`config.mk`:
```
export PLATFORM = sky130hd
export DESIGN_NAME = program_loader_flat
export DESIGN_NICKNAME = d
export VERILOG_FILES = /design/src/rtl/program_loader_pkg.sv /design/src/rtl/program_loader_if.sv /design/src/rtl/program_loader_byte_assembler.sv /design/src/rtl/program_loader.sv /design/src/flat_wrapper.sv
export SDC_FILE = /design/constraint.sdc
export NUM_CORES = 1
export LEC_CHECK = 0
export ABC_AREA = 0
export CAP_MARGIN = 20
export CORE_MARGIN = 2
export CORE_UTILIZATION = 46
export CTS_CLUSTER_DIAMETER = 150
export DETAILED_ROUTE_END_ITERATION = 10
export GPL_ROUTABILITY_DRIVEN = 0
export PLACE_DENSITY = 0.78
export SLEW_MARGIN = 20
export SYNTH_ARGS = -nofsm -noshare
export SYNTH_HDL_FRONTEND = slang
export SYNTH_SLANG_ARGS = --single-unit
```
`constraint.sdc`:
```
create_clock -name clock -period 2.3 [get_ports clock]
set_clock_uncertainty 0.15 [all_clocks]
set_input_delay 0.46 -clock clock [delete_from_list [all_inputs] [get_ports clock]]
set_output_delay 0.46 -clock clock [all_outputs]
set_load 0.01 [all_outputs]
```
`src/rtl/program_loader_pkg.sv`:
```
// Shared definitions for the program loader.
// Holds the loader FSM state encoding and the default memory capacity
// in 32-bit words. Both are used by the loader and by its bench.
package program_loader_pkg;

    typedef enum logic [2:0] {
        HDR_HI = 3'd0,
        HDR_LO = 3'd1,
        DATA   = 3'd2,
        WRITE  = 3'd3,
        DONE   = 3'd4,
        ERROR  = 3'd5
    } state_e;

    localparam int unsigned MEM_WORDS_DEFAULT = 256;

endpackage

```
`src/rtl/program_loader_if.sv`:
```
// Byte-stream and memory-write bundle of the program loader.
//   byteIn/byteValid/byteReady : incoming byte handshake
//   memWrite/memAddress/memWriteData : shared memory write port
//   cpuReset/loadDone/loadError : load status towards the CPU
// master = byte source / memory / CPU side, slave = the loader.
interface program_loader_if;
    logic [7:0]  byteIn;
    logic        byteValid;
    logic        byteReady;
    logic        memWrite;
    logic [31:0] memAddress;
    logic [31:0] memWriteData;
    logic        cpuReset;
    logic        loadDone;
    logic        loadError;

    modport master (
        output byteIn, byteValid,
        input  byteReady, memWrite, memAddress, memWriteData,
               cpuReset, loadDone, loadError
    );

    modport slave (
        input  byteIn, byteValid,
        output byteReady, memWrite, memAddress, memWriteData,
               cpuReset, loadDone, loadError
    );
endinterface

```
`src/rtl/program_loader_byte_assembler.sv`:
```
// Big-endian word assembler: shifts accepted bytes into a 32-bit
// register (first byte ends up in [31:24]) and counts them mod 4.
//   clock_i, reset_i : clock, synchronous active-high reset
//   clear_i          : drop any partial word
//   shift_i          : a byte is accepted this cycle
//   byte_i           : the byte
//   word_o           : assembled word
//   last_o           : this shift completes the word (4th byte)
module byte_assembler (
    input  logic        clock_i,
    input  logic        reset_i,
    input  logic        clear_i,
    input  logic        shift_i,
    input  logic [7:0]  byte_i,
    output logic [31:0] word_o,
    output logic        last_o
);
    logic [31:0] word_q;
    logic [1:0]  count_q;

    assign word_o = word_q;
    assign last_o = shift_i && (count_q == 2'd3);

    always_ff @(posedge clock_i) begin
        if (reset_i || clear_i) begin
            word_q  <= '0;
            count_q <= '0;
        end else if (shift_i) begin
            word_q  <= {word_q[23:0], byte_i};
            count_q <= count_q + 2'd1;
        end
    end
endmodule

```
`src/rtl/program_loader.sv`:
```
// Program loader: parses a byte stream of a 16-bit word count N
// (high byte first) followed by N big-endian words, and writes the
// words to consecutive addresses from BASE_ADDRESS. Holds the CPU in
// reset until the whole program is written.
//   clock, reset : clock, synchronous active-high reset
//   bus          : byte handshake, memory write port and status flags
module program_loader
    import program_loader_pkg::*;
#(
    parameter logic [31:0] BASE_ADDRESS = 32'h0000_0000,
    parameter int unsigned MEM_WORDS    = MEM_WORDS_DEFAULT
) (
    input  logic             clock,
    input  logic             reset,
    program_loader_if.slave  bus
);
    state_e      state_q, state_d;
    logic [15:0] n_q, n_d;
    logic [15:0] word_idx_q, word_idx_d;
    logic        byte_ready;
    logic        accept;
    logic        asm_clear;
    logic        asm_last;
    logic [31:0] asm_word;

    assign byte_ready = !reset &&
        (state_q == HDR_HI || state_q == HDR_LO || state_q == DATA);
    assign accept = bus.byteValid && byte_ready;

    byte_assembler u_asm (
        .clock_i (clock),
        .reset_i (reset),
        .clear_i (asm_clear),
        .shift_i (accept && (state_q == DATA)),
        .byte_i  (bus.byteIn),
        .word_o  (asm_word),
        .last_o  (asm_last)
    );

    always_comb begin
        state_d    = state_q;
        n_d        = n_q;
        word_idx_d = word_idx_q;
        asm_clear  = 1'b0;
        case (state_q)
            HDR_HI: if (accept) begin
                n_d     = {bus.byteIn, n_q[7:0]};
                state_d = HDR_LO;
            end
            HDR_LO: if (accept) begin
                n_d = {n_q[15:8], bus.byteIn};
                if (n_d == 16'd0)
                    state_d = DONE;
                else if (32'(n_d) > MEM_WORDS)
                    state_d = ERROR;
                else begin
                    state_d    = DATA;
                    word_idx_d = '0;
                    asm_clear  = 1'b1;
                end
            end
            DATA: if (asm_last) state_d = WRITE;
            WRITE: begin
                word_idx_d = word_idx_q + 16'd1;
                state_d    = (word_idx_d == n_q) ? DONE : DATA;
            end
            DONE:    state_d = DONE;
            ERROR:   state_d = ERROR;
            default: state_d = HDR_HI;
        endcase
    end

    always_ff @(posedge clock) begin
        if (reset) begin
            state_q    <= HDR_HI;
            n_q        <= '0;
            word_idx_q <= '0;
        end else begin
            state_q    <= state_d;
            n_q        <= n_d;
            word_idx_q <= word_idx_d;
        end
    end

    // Address wraps modulo 2^32 by construction of the 32-bit add.
    assign bus.byteReady    = byte_ready;
    assign bus.memWrite     = !reset && (state_q == WRITE);
    assign bus.memAddress   = BASE_ADDRESS + {14'd0, word_idx_q, 2'b00};
    assign bus.memWriteData = asm_word;
    assign bus.cpuReset     = reset || (state_q != DONE);
    assign bus.loadDone     = !reset && (state_q == DONE);
    assign bus.loadError    = !reset && (state_q == ERROR);
endmodule

```
`src/flat_wrapper.sv`:
```
// flat-port wrapper written by rule: the top's interface ports become plain ports
module program_loader_flat import program_loader_pkg::*;
#(
    parameter logic [31:0] BASE_ADDRESS = 32'h0000_0000,
    parameter int unsigned MEM_WORDS    = MEM_WORDS_DEFAULT
)
  (clock, reset, bus_byteIn, bus_byteValid, bus_byteReady, bus_memWrite, bus_memAddress, bus_memWriteData, bus_cpuReset, bus_loadDone, bus_loadError);
  program_loader_if bus_i ();
  input  logic clock;
  input  logic reset;
  input wire logic [$bits(bus_i.byteIn)-1:0] bus_byteIn;
  input wire logic [$bits(bus_i.byteValid)-1:0] bus_byteValid;
  output wire logic [$bits(bus_i.byteReady)-1:0] bus_byteReady;
  output wire logic [$bits(bus_i.memWrite)-1:0] bus_memWrite;
  output wire logic [$bits(bus_i.memAddress)-1:0] bus_memAddress;
  output wire logic [$bits(bus_i.memWriteData)-1:0] bus_memWriteData;
  output wire logic [$bits(bus_i.cpuReset)-1:0] bus_cpuReset;
  output wire logic [$bits(bus_i.loadDone)-1:0] bus_loadDone;
  output wire logic [$bits(bus_i.loadError)-1:0] bus_loadError;
  assign bus_i.byteIn = bus_byteIn;
  assign bus_i.byteValid = bus_byteValid;
  assign bus_byteReady = bus_i.byteReady;
  assign bus_memWrite = bus_i.memWrite;
  assign bus_memAddress = bus_i.memAddress;
  assign bus_memWriteData = bus_i.memWriteData;
  assign bus_cpuReset = bus_i.cpuReset;
  assign bus_loadDone = bus_i.loadDone;
  assign bus_loadError = bus_i.loadError;
  program_loader #(.BASE_ADDRESS(BASE_ADDRESS), .MEM_WORDS(MEM_WORDS)) u_core (.clock(clock), .reset(reset), .bus(bus_i));
endmodule
```
==> impl_metrics.prom <==
# TYPE chip_impl_metric gauge
chip_impl_metric{name="worst_ep_required_time",unit="ns"} 2.40
chip_impl_metric{name="synthToLayoutAreaGrowth",unit="%"} 38.8
chip_impl_metric{name="total_power",unit="mW"} 2.65
chip_impl_metric{name="synth_top_area_share",unit=""} 0.392
chip_impl_metric{name="route.vias.total",unit=""} 3679
chip_impl_info{name="synth_top_area_cell",value="sky130_fd_sc_hd__dfxtp_1"} 1
chip_impl_metric{name="die_height",unit="um"} 91.5
chip_impl_info{name="synth.top_cells.by_area",value="sky130_fd_sc_hd__dfxtp_1, sky130_fd_sc_hd__nand2_1, sky130_fd_sc_hd__a21oi_1, sky130_fd_sc_hd__buf_4, sky130_fd_sc_hd__a311oi_1"} 1
chip_impl_metric{name="synth.mux.area_fraction",unit=""} 0.0227
chip_impl_metric{name="postSynth.asyncResetShare",unit=""} 0
chip_impl_metric{name="fin_worst_hold_slack",unit="ns"} 0.306
chip_impl_info{name="tritoncts",value="done"} 1
chip_impl_metric{name="routed_via_count_divided_by_cell_count",unit=""} 5.67
chip_impl_metric{name="drt_first_pass_iters",unit=""} 6
chip_impl_metric{name="synth.cell_area",unit="sq um"} 3520
chip_impl_metric{name="ys.warnings.count",unit=""} 0
chip_impl_metric{name="grt_antenna_before_repair",unit=""} 0
chip_impl_metric{name="cp.buffers_inverters",unit=""} 2
chip_impl_metric{name="num-fill-cells",unit=""} 598
chip_impl_metric{name="cts.htree.levels",unit=""} 3
chip_impl_metric{name="maximum_number_of_pins_on_one_net_before_global_route_repair",unit=""} 39
chip_impl_metric{name="clock.fmax",unit="MHz"} 432
chip_impl_metric{name="final_worst_path_period_need",unit="ns"} 2.31
chip_impl_metric{name="finalNetCount",unit=""} 558
chip_impl_metric{name="setup_slack",unit="ns"} -0.0143
chip_impl_info{name="cp_slowest_cell",value="sky130_fd_sc_hd__or4_4"} 1
chip_impl_metric{name="critical_path_depth_in_cells",unit=""} 7
chip_impl_metric{name="port_buffers",unit=""} 63
chip_impl_metric{name="clock_sinks",unit=""} 69
chip_impl_metric{name="syn_area_per_cell",unit="sq um"} 7.95
chip_impl_metric{name="finalSetupViolations",unit=""} 16
chip_impl_metric{name="postSynthRegisterBits",unit=""} 69
chip_impl_metric{name="floorplan.rows",unit=""} 31
chip_impl_metric{name="maxCapViolCount",unit=""} 0
chip_impl_metric{name="worst-r2r-cell-count",unit=""} 7
chip_impl_metric{name="synth_enable_flop_cells",unit=""} 0
chip_impl_info{name="setup.worst_path.class",value="in -> reg"} 1
chip_impl_metric{name="ios",unit=""} 80
chip_impl_metric{name="fp.dieArea",unit="sq um"} 8370
chip_impl_metric{name="compound_gate_fraction_of_synth_area",unit=""} 0.198
chip_impl_metric{name="yosys.area_share.adder",unit=""} 0.00710
chip_impl_metric{name="postSynthCellCount",unit=""} 443
chip_impl_metric{name="final-hold-violation-count",unit=""} 0
chip_impl_metric{name="grt_overflow",unit=""} 0
chip_impl_metric{name="place.detailed.hpwl",unit="um"} 6940
chip_impl_info{name="type_of_the_worst_min_delay_path",value="reg -> reg"} 1
chip_impl_info{name="status",value="finished with violations"} 1
chip_impl_metric{name="synth_sequential_area_ratio",unit=""} 0.392
chip_impl_metric{name="post_synth_xor_area_fraction",unit=""} 0.0519
chip_impl_metric{name="power_leakage",unit="nW"} 1.83
chip_impl_info{name="kind_of_cell_adding_the_most_delay_to_the_critical_path",value="simple AND/OR/NAND/NOR gates"} 1
chip_impl_info{name="dominant_combinational_cell_family_by_area_after_synthesis",value="simple AND/OR/NAND/NOR gates"} 1
chip_impl_metric{name="critical_path.max_fanout",unit=""} 17
chip_impl_metric{name="power.ir.vdd_worst",unit="uV"} 328
chip_impl_metric{name="post_drt_wl_per_cell",unit="um"} 15.5
chip_impl_info{name="dominantRegCellSynth",value="sky130_fd_sc_hd__dfxtp_1"} 1
chip_impl_metric{name="hold-path-cell-count",unit=""} 2
chip_impl_info{name="unrepaired_setup_endpoints_after_global_routing",value="yes"} 1
chip_impl_metric{name="antenna_left",unit=""} 0
chip_impl_metric{name="ant_cells",unit=""} 0
chip_impl_metric{name="finalCritPeriodShare",unit=""} 1.01
chip_impl_info{name="timing.critical_path.cells",value="dlygate4sd2_1, or4_4, o21a_1, or3_4, o21bai_4, bufbuf_16, a21oi_1"} 1
chip_impl_metric{name="drive_gt1_frac",unit=""} 0.184
chip_impl_metric{name="multi_input_comb_area",unit="sq um"} 1970
chip_impl_metric{name="endpoint_arrival_time_on_the_critical_path",unit="ns"} 2.42
chip_impl_metric{name="synth.distinct_cells",unit=""} 55
chip_impl_metric{name="core_region_area",unit="sq um"} 7330
chip_impl_metric{name="grt_pass1_vias",unit=""} 3431
chip_impl_metric{name="synth-simple-area-share",unit=""} 0.245
chip_impl_info{name="worst_setup_path_start_kind",value="primary input"} 1
chip_impl_metric{name="route.detailed.drc",unit=""} 0
chip_impl_metric{name="worstSkewPairLatency",unit="ns"} 0.36
chip_impl_metric{name="route.final.wire_length",unit="um"} 10100
chip_impl_metric{name="gr-usage-all-layers",unit=""} 0.248
chip_impl_metric{name="cts-buffers-inserted",unit=""} 9
chip_impl_metric{name="drt_iter0_markers",unit=""} 318
chip_impl_metric{name="die_w",unit="um"} 91.5
chip_impl_info{name="worst_setup_ep_type",value="register"} 1
chip_impl_metric{name="grt_first_pass_wirelength",unit="um"} 16600
chip_impl_metric{name="ctsLongestPathBuffers",unit=""} 2
chip_impl_metric{name="ff_latch_area",unit="sq um"} 1380
chip_impl_info{name="clock_tree.root_cell",value="sky130_fd_sc_hd__clkbuf_8"} 1
chip_impl_metric{name="power_per_cell_area",unit="nW/um^2"} 542
chip_impl_metric{name="slowest_stage_delay_on_critical_path",unit="ns"} 0.53
chip_impl_info{name="layout.cells.most_common",value="sky130_fd_sc_hd__nand2_1"} 1
chip_impl_metric{name="path_clk_slew",unit="ns"} 0.09
chip_impl_metric{name="floorplan.initialDensity",unit=""} 0.480
chip_impl_metric{name="finalMaxSlewViolations",unit=""} 0
chip_impl_info{name="final_cell_mix",value="sky130_fd_sc_hd__nand2_1, sky130_fd_sc_hd__dfxtp_1, sky130_fd_sc_hd__buf_4"} 1
chip_impl_info{name="failed_checks",value="negative setup slack"} 1
stage by stage:
step                      setup WS (ns)  setup TNS (ns)  instance area (sq um)  cells   util
after detailed placement         -0.524          -27.16                   4530    625  0.618
after CTS                       0.00181               0                   4870    648  0.664
final                           -0.0143          -0.130                   4890    649  0.667
after global routing            -0.0735           -1.07                   4890    649  0.667
after global placement           -0.482          -25.12                   4530    625  0.618
after floorplan                  0.0164               0                   3590    458      -
layout make-up:
| type | instances | area share |
|---|---|---|
| clock buffer | 9 | 0.0253 |
| multi-input combinational | 336 | 0.403 |
| clock inverter | 7 | 0.0148 |
| sequential | 69 | 0.283 |
| inverter | 5 | 0.00384 |
| timing repair buffer | 124 | 0.245 |
| tap | 99 | 0.0253 |
cell families after synthesis:
group / after synthesis
mux: 8
other cells: 1
flops: 69
fa+ha+maj: 2
simple gates: 181
buf+inv: 53
xor+xnor: 20
compound gates: 109
Yosys cell counts, drive strengths merged (5+ instances only):
cell type,number
xor2,10
dfxtp,69
nand2,93
nor4,5
nor2,20
clkbuf,19
o21ai,13
a31oi,8
a311oi,11
nand3,15
xnor2,10
inv,5
nand2b,10
or3,5
a21oi,51
nor3,8
buf,29
nand4,7
mux2i,8
routing by layer:
metal  global-route usage  wire [um]
met1                0.332       4470
met3               0.0589        598
met5                    0          0
met4               0.0884        229
met2                0.387       4770
worst min-delay path: cells and delay by family (launching register included):
kind / cells / cell delay, ns
DFF: 1 / 0.32
and+or+nand+nor: 1 / 0.05
AOI/OAI and AO/OA: 1 / 0.05
worst paths after layout:
| check | from | endpoint | slack, ns |
|---|---|---|---|
| worst max-delay path | bus_byteIn[1] | u_core.u_asm.word_o[1] | -0.01 |
| worst max register to register | u_core.word_idx_q[0] | u_core.state_q[1] | 0.04 |
| worst min-delay path | u_core.u_asm.word_o[30] | u_core.u_asm.word_o[30] | 0.31 |
| worst min register to register | u_core.u_asm.word_o[30] | u_core.u_asm.word_o[30] | 0.31 |
state kept, by name, summed over array words and instances (netlist names):
register / count
u_core.state_q: 3
u_core.n_q: 16
u_core.u_asm.word_o: 32
u_core.word_idx_q: 16
u_core.u_asm.count_q: 2
where the power goes:
part | internal, mW | total, mW | leakage, nW | switching, mW
logic | 0.193 | 0.394 | 1.17 | 0.202
clock network | 0.504 | 1.02 | 0.0960 | 0.512
registers | 1.21 | 1.24 | 0.557 | 0.0233
timing repair:
| item | 4_1_cts | 5_1_grt |
|---|---|---|
| hold buffers | 0 | 0 |
| cloned | 3 | 0 |
| setup buffers | 4 | 1 |
| resized for setup | 24 | 7 |
| setup endpoints to repair | 57 | 37 |
| pin swaps | 5 | 2 |
No activity file was read; power rests on OpenSTA's default activity.
